<file path="config.mk">
export PLATFORM = sky130hd
export DESIGN_NAME = frame_ram_arbiter
export DESIGN_NICKNAME = d
export VERILOG_FILES = /design/src/rtl/frame_pkg.sv /design/src/rtl/rr_pick2.sv /design/src/rtl/frame_ram_arbiter.sv
export SDC_FILE = /design/constraint.sdc
export NUM_CORES = 1
export LEC_CHECK = 0
export CAP_MARGIN = 20
export CELL_PAD_IN_SITES_DETAIL_PLACEMENT = 1
export CELL_PAD_IN_SITES_GLOBAL_PLACEMENT = 1
export CORE_MARGIN = 3
export CORE_UTILIZATION = 34
export DETAILED_ROUTE_END_ITERATION = 6
export PLACE_DENSITY_LB_ADDON = 0.1
export SETUP_SLACK_MARGIN = 0.2
export SLEW_MARGIN = 0
export SYNTH_ARGS = -nofsm -noshare
export SYNTH_HDL_FRONTEND = slang
export SYNTH_SLANG_ARGS = --single-unit
</file>
<file path="constraint.sdc">
create_clock -name clk -period 3.8 [get_ports clk]
set_input_delay 0.38 -clock clk [delete_from_list [all_inputs] [get_ports clk]]
set_output_delay 0.38 -clock clk [all_outputs]
set_load 0.02 [all_outputs]
</file>
<file path="src/rtl/frame_pkg.sv">
// Shared constants for the frame RAM path: word tags, bus widths and arbiter FSM encoding.
package frame_pkg;

  localparam int ADDR_W = 5;
  localparam int DATA_W = 16;

  localparam logic [1:0] TAG_SOF = 2'b01;
  localparam logic [1:0] TAG_EOF = 2'b11;

  localparam logic [1:0] ST_IDLE = 2'd0;
  localparam logic [1:0] ST_OWN0 = 2'd1;
  localparam logic [1:0] ST_OWN1 = 2'd2;
  localparam logic [1:0] ST_TURN = 2'd3;

  function automatic logic is_eof_word(input logic wren, input logic [1:0] tag);
    return wren && (tag == TAG_EOF);
  endfunction

endpackage

</file>
<file path="src/rtl/rr_pick2.sv">
// 2-way round-robin picker: on a tie the requester that did not own last wins.
// Purely combinational; pick is meaningful only while vld is high.
module rr_pick2 (
  input  logic [1:0] req,
  input  logic       last_owner,
  output logic       vld,
  output logic       pick
);

  assign vld  = |req;
  assign pick = (req == 2'b11) ? ~last_owner : req[1];

endmodule

</file>
<file path="src/rtl/frame_ram_arbiter.sv">
// Burst arbiter for the single-port frame RAM (M0 writer, M1 reader), 1-cycle registered RAM bus,
// one turnaround cycle between owners. `define ARB_TIMEOUT_EN adds the MAX_HOLD grant watchdog.
module frame_ram_arbiter #(
  parameter int ADDR_W   = frame_pkg::ADDR_W,
  parameter int DATA_W   = frame_pkg::DATA_W,
  parameter int MAX_HOLD = 40
) (
  input  logic              clk,
  input  logic              rst_n,
  input  logic              m0_req,
  input  logic [ADDR_W-1:0] m0_addr,
  input  logic              m0_wren,
  input  logic [DATA_W-1:0] m0_wdata,
  output logic              m0_gnt,
  input  logic              m1_req,
  input  logic [ADDR_W-1:0] m1_addr,
  output logic              m1_gnt,
  output logic [ADDR_W-1:0] ram_addr,
  output logic              ram_wren,
  output logic [DATA_W-1:0] ram_data,
  output logic [7:0]        frame_cnt,
  output logic              hold_err
);
  import frame_pkg::*;

  logic [1:0] state;
  logic [1:0] state_nxt;
  logic       last_owner;
  logic       pick_vld;
  logic       pick;
  logic       m0_eof;
  logic       timeout;

  rr_pick2 u_pick (
    .req        ({m1_req, m0_req}),
    .last_owner (last_owner),
    .vld        (pick_vld),
    .pick       (pick)
  );

  assign m0_eof = is_eof_word(m0_wren, m0_wdata[DATA_W-1 -: 2]);
  assign m0_gnt = (state == ST_OWN0);
  assign m1_gnt = (state == ST_OWN1);

  always_comb begin
    state_nxt = state;
    case (state)
      ST_IDLE: if (pick_vld) state_nxt = pick ? ST_OWN1 : ST_OWN0;
      ST_OWN0: if (!m0_req || m0_eof || timeout) state_nxt = ST_TURN;
      ST_OWN1: if (!m1_req || timeout) state_nxt = ST_TURN;
      default: state_nxt = ST_IDLE;
    endcase
  end

  // last_owner starts at M1 so that M0 wins the first tie out of reset.
  always_ff @(posedge clk or negedge rst_n) begin
    if (!rst_n) begin
      state      <= ST_IDLE;
      last_owner <= 1'b1;
    end else begin
      state <= state_nxt;
      if (state == ST_IDLE && pick_vld) last_owner <= pick;
    end
  end

  always_ff @(posedge clk or negedge rst_n) begin
    if (!rst_n) begin
      ram_addr  <= '0;
      ram_wren  <= 1'b0;
      ram_data  <= '0;
      frame_cnt <= '0;
    end else begin
      case (state)
        ST_OWN0: begin
          ram_addr <= m0_addr;
          ram_wren <= m0_wren;
          ram_data <= m0_wdata;
          if (m0_eof) frame_cnt <= frame_cnt + 8'd1;
        end
        ST_OWN1: begin
          ram_addr <= m1_addr;
          ram_wren <= 1'b0;
        end
        default: ram_wren <= 1'b0;
      endcase
    end
  end

`ifdef ARB_TIMEOUT_EN
  localparam int HOLD_W = (MAX_HOLD > 1) ? $clog2(MAX_HOLD) : 1;

  logic [HOLD_W-1:0] hold_cnt;
  logic              owning;
  logic              hold_err_q;

  assign owning   = (state == ST_OWN0) || (state == ST_OWN1);
  // hold_cnt is the index of the current owned cycle; the last allowed one is MAX_HOLD-1.
  assign timeout  = owning && (hold_cnt == HOLD_W'(MAX_HOLD - 1));
  assign hold_err = hold_err_q;

  always_ff @(posedge clk or negedge rst_n) begin
    if (!rst_n) begin
      hold_cnt   <= '0;
      hold_err_q <= 1'b0;
    end else begin
      if (owning && state_nxt == state) hold_cnt <= hold_cnt + 1'b1;
      else                              hold_cnt <= '0;
      if (timeout) hold_err_q <= 1'b1;
    end
  end
`else
  assign timeout  = 1'b0;
  assign hold_err = 1'b0;
`endif

endmodule
</file>
==> results.toml, run 1 <==
[global_route]
antenna_found_initial = 0
grt_pass1_vias = 1239
grt_overflow = 0
grtUsageTotal = 0.157
grt_first_pass_wirelength_mm = 6.00
grt_max_degree = 34

[floorplanning]
start_util = 0.371
die_h_um = 70.9
pin_count = 64
dieArea_um2 = 5020
die_x_um = 70.9
rows = 22
coreArea_um2 = 3850

[clocking]
cts-root-buf = "clkbuf_8"
clk_latency_ps = 290
cts.repair.resized = 0
cts_setup_buffers = 0
cts-hold-fix-buffers = 0
cts_tree = "yes"
numClockSinks = 33
clk_pin_slew_ps = 70
cts_buffer_depth = 2
numCtsBuffers = 5
htreeDepth = 2

[power_and_ir_drop]
internal_power_mw = 1.12
p_seq_frac = 0.343
power_leakage_nw = 0.896
sw_frac_of_total = 0.377
switchingPower_uw = 678
comb_power_share = 0.518
ir_worst_vdd_uv = 403
p_clk_frac = 0.138
powerDensity_nw_per_um2 = 829
total_power_mw = 1.80

[yosys]
synth_area_um2 = 1430
syn_area_per_cell_um2 = 12.7
synth_edf_count = 0
async_reset_ff_frac = 1.00
synth_cells = 113
synthesis.nets = 149
ys_warn_count = 0
synth_cell_type_count = 25
synth-seq-cells = 33
ys.flop_type = "dfrtp_1"
seq_area_frac_synth = 0.578

[layout]
area_delta_synth_final_pct = 51.4
drive_above_1_share = 0.134
fin_cells = 227
finalInstanceArea_um2 = 2170
fill_cells = 412
final_util = 0.562
n_antenna_cell = 0
nets = 214

[setup_path]
path_max_fanout = 21
critPathLaunchType = "register"
cp-end-kind = "output pin"
crit_required_ps = 3420
crit_type = "register to output pin"
crit_arrival_ps = 2250
r2r_slack_ps = 1640

[detailed_routing]
highest_layer = "met4"
vias_per_cell = 4.88
wl_per_cell_um = 15.7
drtIter0Drc = 52
drt-total-wl_mm = 3.55
wl_met2_mm = 1.80
postRouteAntennaNets = 0
drtPass1Iterations = 4
route.detailed.drc = 0
vias = 1108
met1Wirelength_mm = 1.34
wl_met3_um = 345

[placement]
dp_hpwl_mm = 2.73
io_buffers = 62
place_area_um2 = 2090
dp_cells = 219
dp_slack_ps = 1390
gp_congestion = 0.764

[run_status]
outcome = "completed"

[sta]
worstMarginPinSlew_ps = 833
rsz0062_at_grt = "false"
hold_slack_ps = 480
max_freq_ghz = 0.380
hold_viol_final = 0
relSlewSlack = 0.445
setup_slack_ps = 1170
clock_skew_ps = 6.53
setup_viol = 0
timing.final.crit_share = 0.692
setup_tns_ps = 0
slew_viol_final = 0
min_period_ps = 2630

[run]
cap_violations = 0

[hold_path]
hold_path_class = "register to register"
[cell usage after synthesis (all sizes together) (2+ instances only)]
| cell | number | share of area |
|---|---|---|
| dfrtp | 32 | 0.56 |
| mux2 | 16 | 0.13 |
| nand2 | 10 | 0.026 |
| a21oi | 7 | 0.024 |
| xnor2 | 7 | 0.043 |
| nor2 | 6 | 0.016 |
| ha | 5 | 0.044 |
| mux2i | 5 | 0.035 |
| nand4 | 5 | 0.022 |
| buf | 4 | 0.020 |
| a31oi | 2 | 0.0087 |
| and2 | 2 | 0.010 |
| inv | 2 | 0.0052 |
| o31ai | 2 | 0.010 |
[final cells by class]
| type | instances | area (µm²) | share of cell area |
|---|---|---|---|
| flip-flops and latches | 33 | 827 | 0.382 |
| repair buffers | 63 | 628 | 0.290 |
| multi-input cells | 73 | 564 | 0.260 |
| clock buffers | 8 | 80.1 | 0.0370 |
| well taps | 48 | 60.1 | 0.0277 |
| inverters | 2 | 7.51 | 0.00346 |
[power by group through the flow]
stage / registers [mW] / logic, mW / clock network [mW]
6_report: 0.617 / 0.932 / 0.248
5_1_grt: 0.642 / 1.02 / 0.278
4_1_cts: 0.621 / 0.954 / 0.262
3_5_place_dp: 0.625 / 0.950 / 0
3_3_place_gp: 0.607 / 0.925 / 0
2_1_floorplan: 0.771 / 0.388 / 0
[state kept, by name, indices dropped and copies added (netlist names)]
signal,flops
ram_data,16
frame_cnt,8
ram_addr,5
state,2
last_owner,1
ram_wren,1
[path summary, 6_finish.rpt]
| path | start | end | cells after the start |
|---|---|---|---|
| min reg2reg | frame_cnt[7] | frame_cnt[7] | 1 |
| min | frame_cnt[7] | frame_cnt[7] | 1 |
| max in group asynchronous | rst_n | last_owner | 2 |
| min in group asynchronous | rst_n | frame_cnt[6] | 2 |
| max | state[1] | m0_gnt | 3 |
| max reg2reg | state[1] | frame_cnt[5] | 6 |
[logic make-up (layout without fill, tap and decap cells)]
kind of cell             count (synthesis)  in the layout  share of synthesized area
multiplexers                            21             21                      0.161
buffers and inverters                    7             73                     0.0280
other                                    1              1                    0.00262
flip-flops                              33             33                      0.578
XOR/XNOR                                 7              7                     0.0428
adder cells (fa/ha/maj)                  5              5                     0.0437
AO/OA/AOI/OAI                           12             12                     0.0507
AND/OR/NAND/NOR                         27             27                     0.0935
[cells in the final DEF (no fill, tap or decap), types with 2 or more instances in the layout]
cell and instances:
mux2i_1 5, clkbuf_1 3, xnor2_1 7, nand2_1 10
a21oi_1 7, ha_1 5, clkdlybuf4s50_1 62, inv_1 2
nand4_1 5, o31ai_1 2, mux2_2 16, clkbuf_8 5
nor2_1 6, a31oi_1 2, dfrtp_1 32
[layer usage]
layer  global-route usage  up-vias
met5                    0        -
met4               0.0752        0
met3               0.0653        7
met2                0.257       44
met1                0.176      533
li1                     -      524
[critical path, cell delays in order (launching register included)]
cell             delay (ps)
dfrtp_1                 420
inv_1                   100
ha_1                    700
clkdlybuf4s50_1         750
No activity file was read; power rests on OpenSTA's default activity.
==> run 2, diff against run 1 <==
--- a/config.mk
+++ b/config.mk
@@ -9,7 +9,7 @@
 export CELL_PAD_IN_SITES_DETAIL_PLACEMENT = 1
 export CELL_PAD_IN_SITES_GLOBAL_PLACEMENT = 1
 export CORE_MARGIN = 3
-export CORE_UTILIZATION = 34
+export CORE_UTILIZATION = 28
 export DETAILED_ROUTE_END_ITERATION = 6
 export PLACE_DENSITY_LB_ADDON = 0.1
 export SETUP_SLACK_MARGIN = 0.2
==> constraint.sdc (replaced) <==
create_clock -name clk -period 2.1 [get_ports clk]
set_input_delay 0.21 -clock clk [delete_from_list [all_inputs] [get_ports clk]]
set_output_delay 0.21 -clock clk [all_outputs]
set_load 0.02 [all_outputs]
==> run 2 against run 1 <==
- final area grew 1.8%
- cell count up 8.4%
- count of clock-buffer cells in the layout is 1 lower
- global-route usage is 2.5 points lower
- largest power group unchanged
- total power up 86%
- highest routed layer unchanged
- die area increased by 20%
- wire length up 1.4%
- critical path depth unchanged
- combinational power is 82% higher
==> results.toml, run 2 (synthesized netlist as in run 1, its figures left out) <==
[clocking]
cts_buffer_depth = 2
cts_tree = "yes"
numClockSinks = 33
cts.repair.resized = 3
numCtsBuffers = 5
htreeDepth = 2
cts-hold-fix-buffers = 0
clk_pin_slew_ps = 70
cts_setup_buffers = 0
clk_latency_ps = 280
cts-root-buf = "clkbuf_8"

[detailed_routing]
route.detailed.drc = 0
met1Wirelength_mm = 1.46
vias = 1088
wl_met2_mm = 1.75
postRouteAntennaNets = 0
vias_per_cell = 4.42
drtIter0Drc = 71
drtPass1Iterations = 3
highest_layer = "met4"
wl_per_cell_um = 14.6
wl_met3_um = 360
drt-total-wl_mm = 3.60

[floorplanning]
coreArea_um2 = 4820
die_x_um = 77.5
start_util = 0.297
pin_count = 64
die_h_um = 77.5
dieArea_um2 = 6010
rows = 25

[placement]
io_buffers = 62
dp_hpwl_mm = 2.71
dp_cells = 238
gp_congestion = 0.684

[sta]
clock_skew_ps = 2.00
worstMarginPinSlew_ps = 766
rsz0062_at_grt = "false"
slew_viol_final = 0
max_freq_ghz = 0.592
setup_viol = 0
hold_viol_final = 0
setup_tns_ps = 0
relSlewSlack = 0.489
min_period_ps = 1690
hold_slack_ps = 3.36
timing.final.crit_share = 0.804

[layout]
fin_cells = 246
fill_cells = 531
final_util = 0.458
largest_reg_flops = 16
top_register = "ram_data"
area_delta_synth_final_pct = 54.2
final_common_cell = "clkdlybuf4s50_1"
reg_top3 = "ram_data x16, frame_cnt x8, ram_addr x5"
final_cell_mix = "59 x clkdlybuf4s50_1, 32 x dfrtp_1, 16 x mux2_2, 10 x nand2_1"
multi_input_area_um2 = 567
nets = 214
drive_above_1_share = 0.162
n_antenna_cell = 0
regArea_um2 = 827

[global_route]
grt_max_degree = 34
antenna_found_initial = 0
grt_overflow = 0
grt_pass1_vias = 1208
grtUsageTotal = 0.132
grt_first_pass_wirelength_mm = 6.29

[setup_path]
crit_type = "register to output pin"
critPathLaunchType = "register"
cp-end-kind = "output pin"
reg2reg_from = "state[0]"
path_max_fanout = 7
crit_required_ps = 1890
r2r_end = "state[0]"
crit_arrival_ps = 1480
reg2reg_depth = 5
r2r_slack_ps = 450

[power_and_ir_drop]
sw_frac_of_total = 0.377
total_power_mw = 3.34
comb_power_share = 0.508
internal_power_mw = 2.08
ir_worst_vdd_uv = 633
switchingPower_mw = 1.26
powerDensity_nw_per_um2 = 1510
p_seq_frac = 0.334
power_leakage_nw = 0.916
p_clk_frac = 0.157

[run]
cap_violations = 0

[run_status]
outcome = "completed"

[hold_path]
hold_path_class = "input port to async pin"
==> run 2: cell count changes in the layout (fill, tap and decap cells not counted), moves of 2 or more <==
cell / before / now
clkbuf_1: 3 / 0
clkdlybuf4s50_1: 62 / 59
clkbuf_8: 5 / 7
dlygate4sd2_1: 0 / 2
==> run 2: metrics by stage <==
| stage | area, µm² | setup slack (ps) |
|---|---|---|
| 6_report | 2210 | 411 |
| 5_1_grt | 2210 | 310 |
| 4_1_cts | 2210 | 398 |
| 3_5_place_dp | 2110 | 304 |
| 3_3_place_gp | 2110 | 377 |
| 2_1_floorplan | 1430 | 422 |
==> run 2: per-layer routing <==
layer | GRT usage | vias up
li1 | - | 519
met1 | 0.164 | 524
met2 | 0.199 | 41
met3 | 0.0696 | 4
met4 | 0.0374 | 0
met5 | 0 | -
==> run 2: critical path, stage by stage, from the launching register on <==
cell and delay (ps):
dfrtp_1 410, inv_1 120, ha_2 310, dlygate4sd2_1 360
==> run 2: worst max-delay path by stage <==
stage / cells past startpoint / from / slack (ps) / to
final: 3 / state[0] / 410 / m1_gnt
after global routing: 6 / state[1] / 310 / frame_cnt[5]
after CTS: 3 / state[0] / 400 / m1_gnt
after detailed placement: 3 / state[0] / 300 / m1_gnt
after global placement: 3 / state[0] / 380 / m1_gnt
after floorplan: 6 / state[0] / 420 / state[0]
==> run 2: cell type report <==
type	instances	area share
Tap cell	67	0.0380
Inverter	2	0.00340
Timing Repair Buffer	63	0.281
Multi-Input combinational cell	73	0.257
Sequential cell	33	0.375
Clock inverter	1	0.00227
Clock buffer	7	0.0437
==> run 2: power by group through the flow <==
stage               Sequential (mW)  Combinational [mW]  Clock [mW]
floorplan                      1.39               0.702           0
global placement               1.10                1.69           0
detailed placement             1.13                1.73           0
CTS                            1.12                1.73       0.551
global route                   1.16                1.85       0.586
finish                         1.12                1.70       0.526
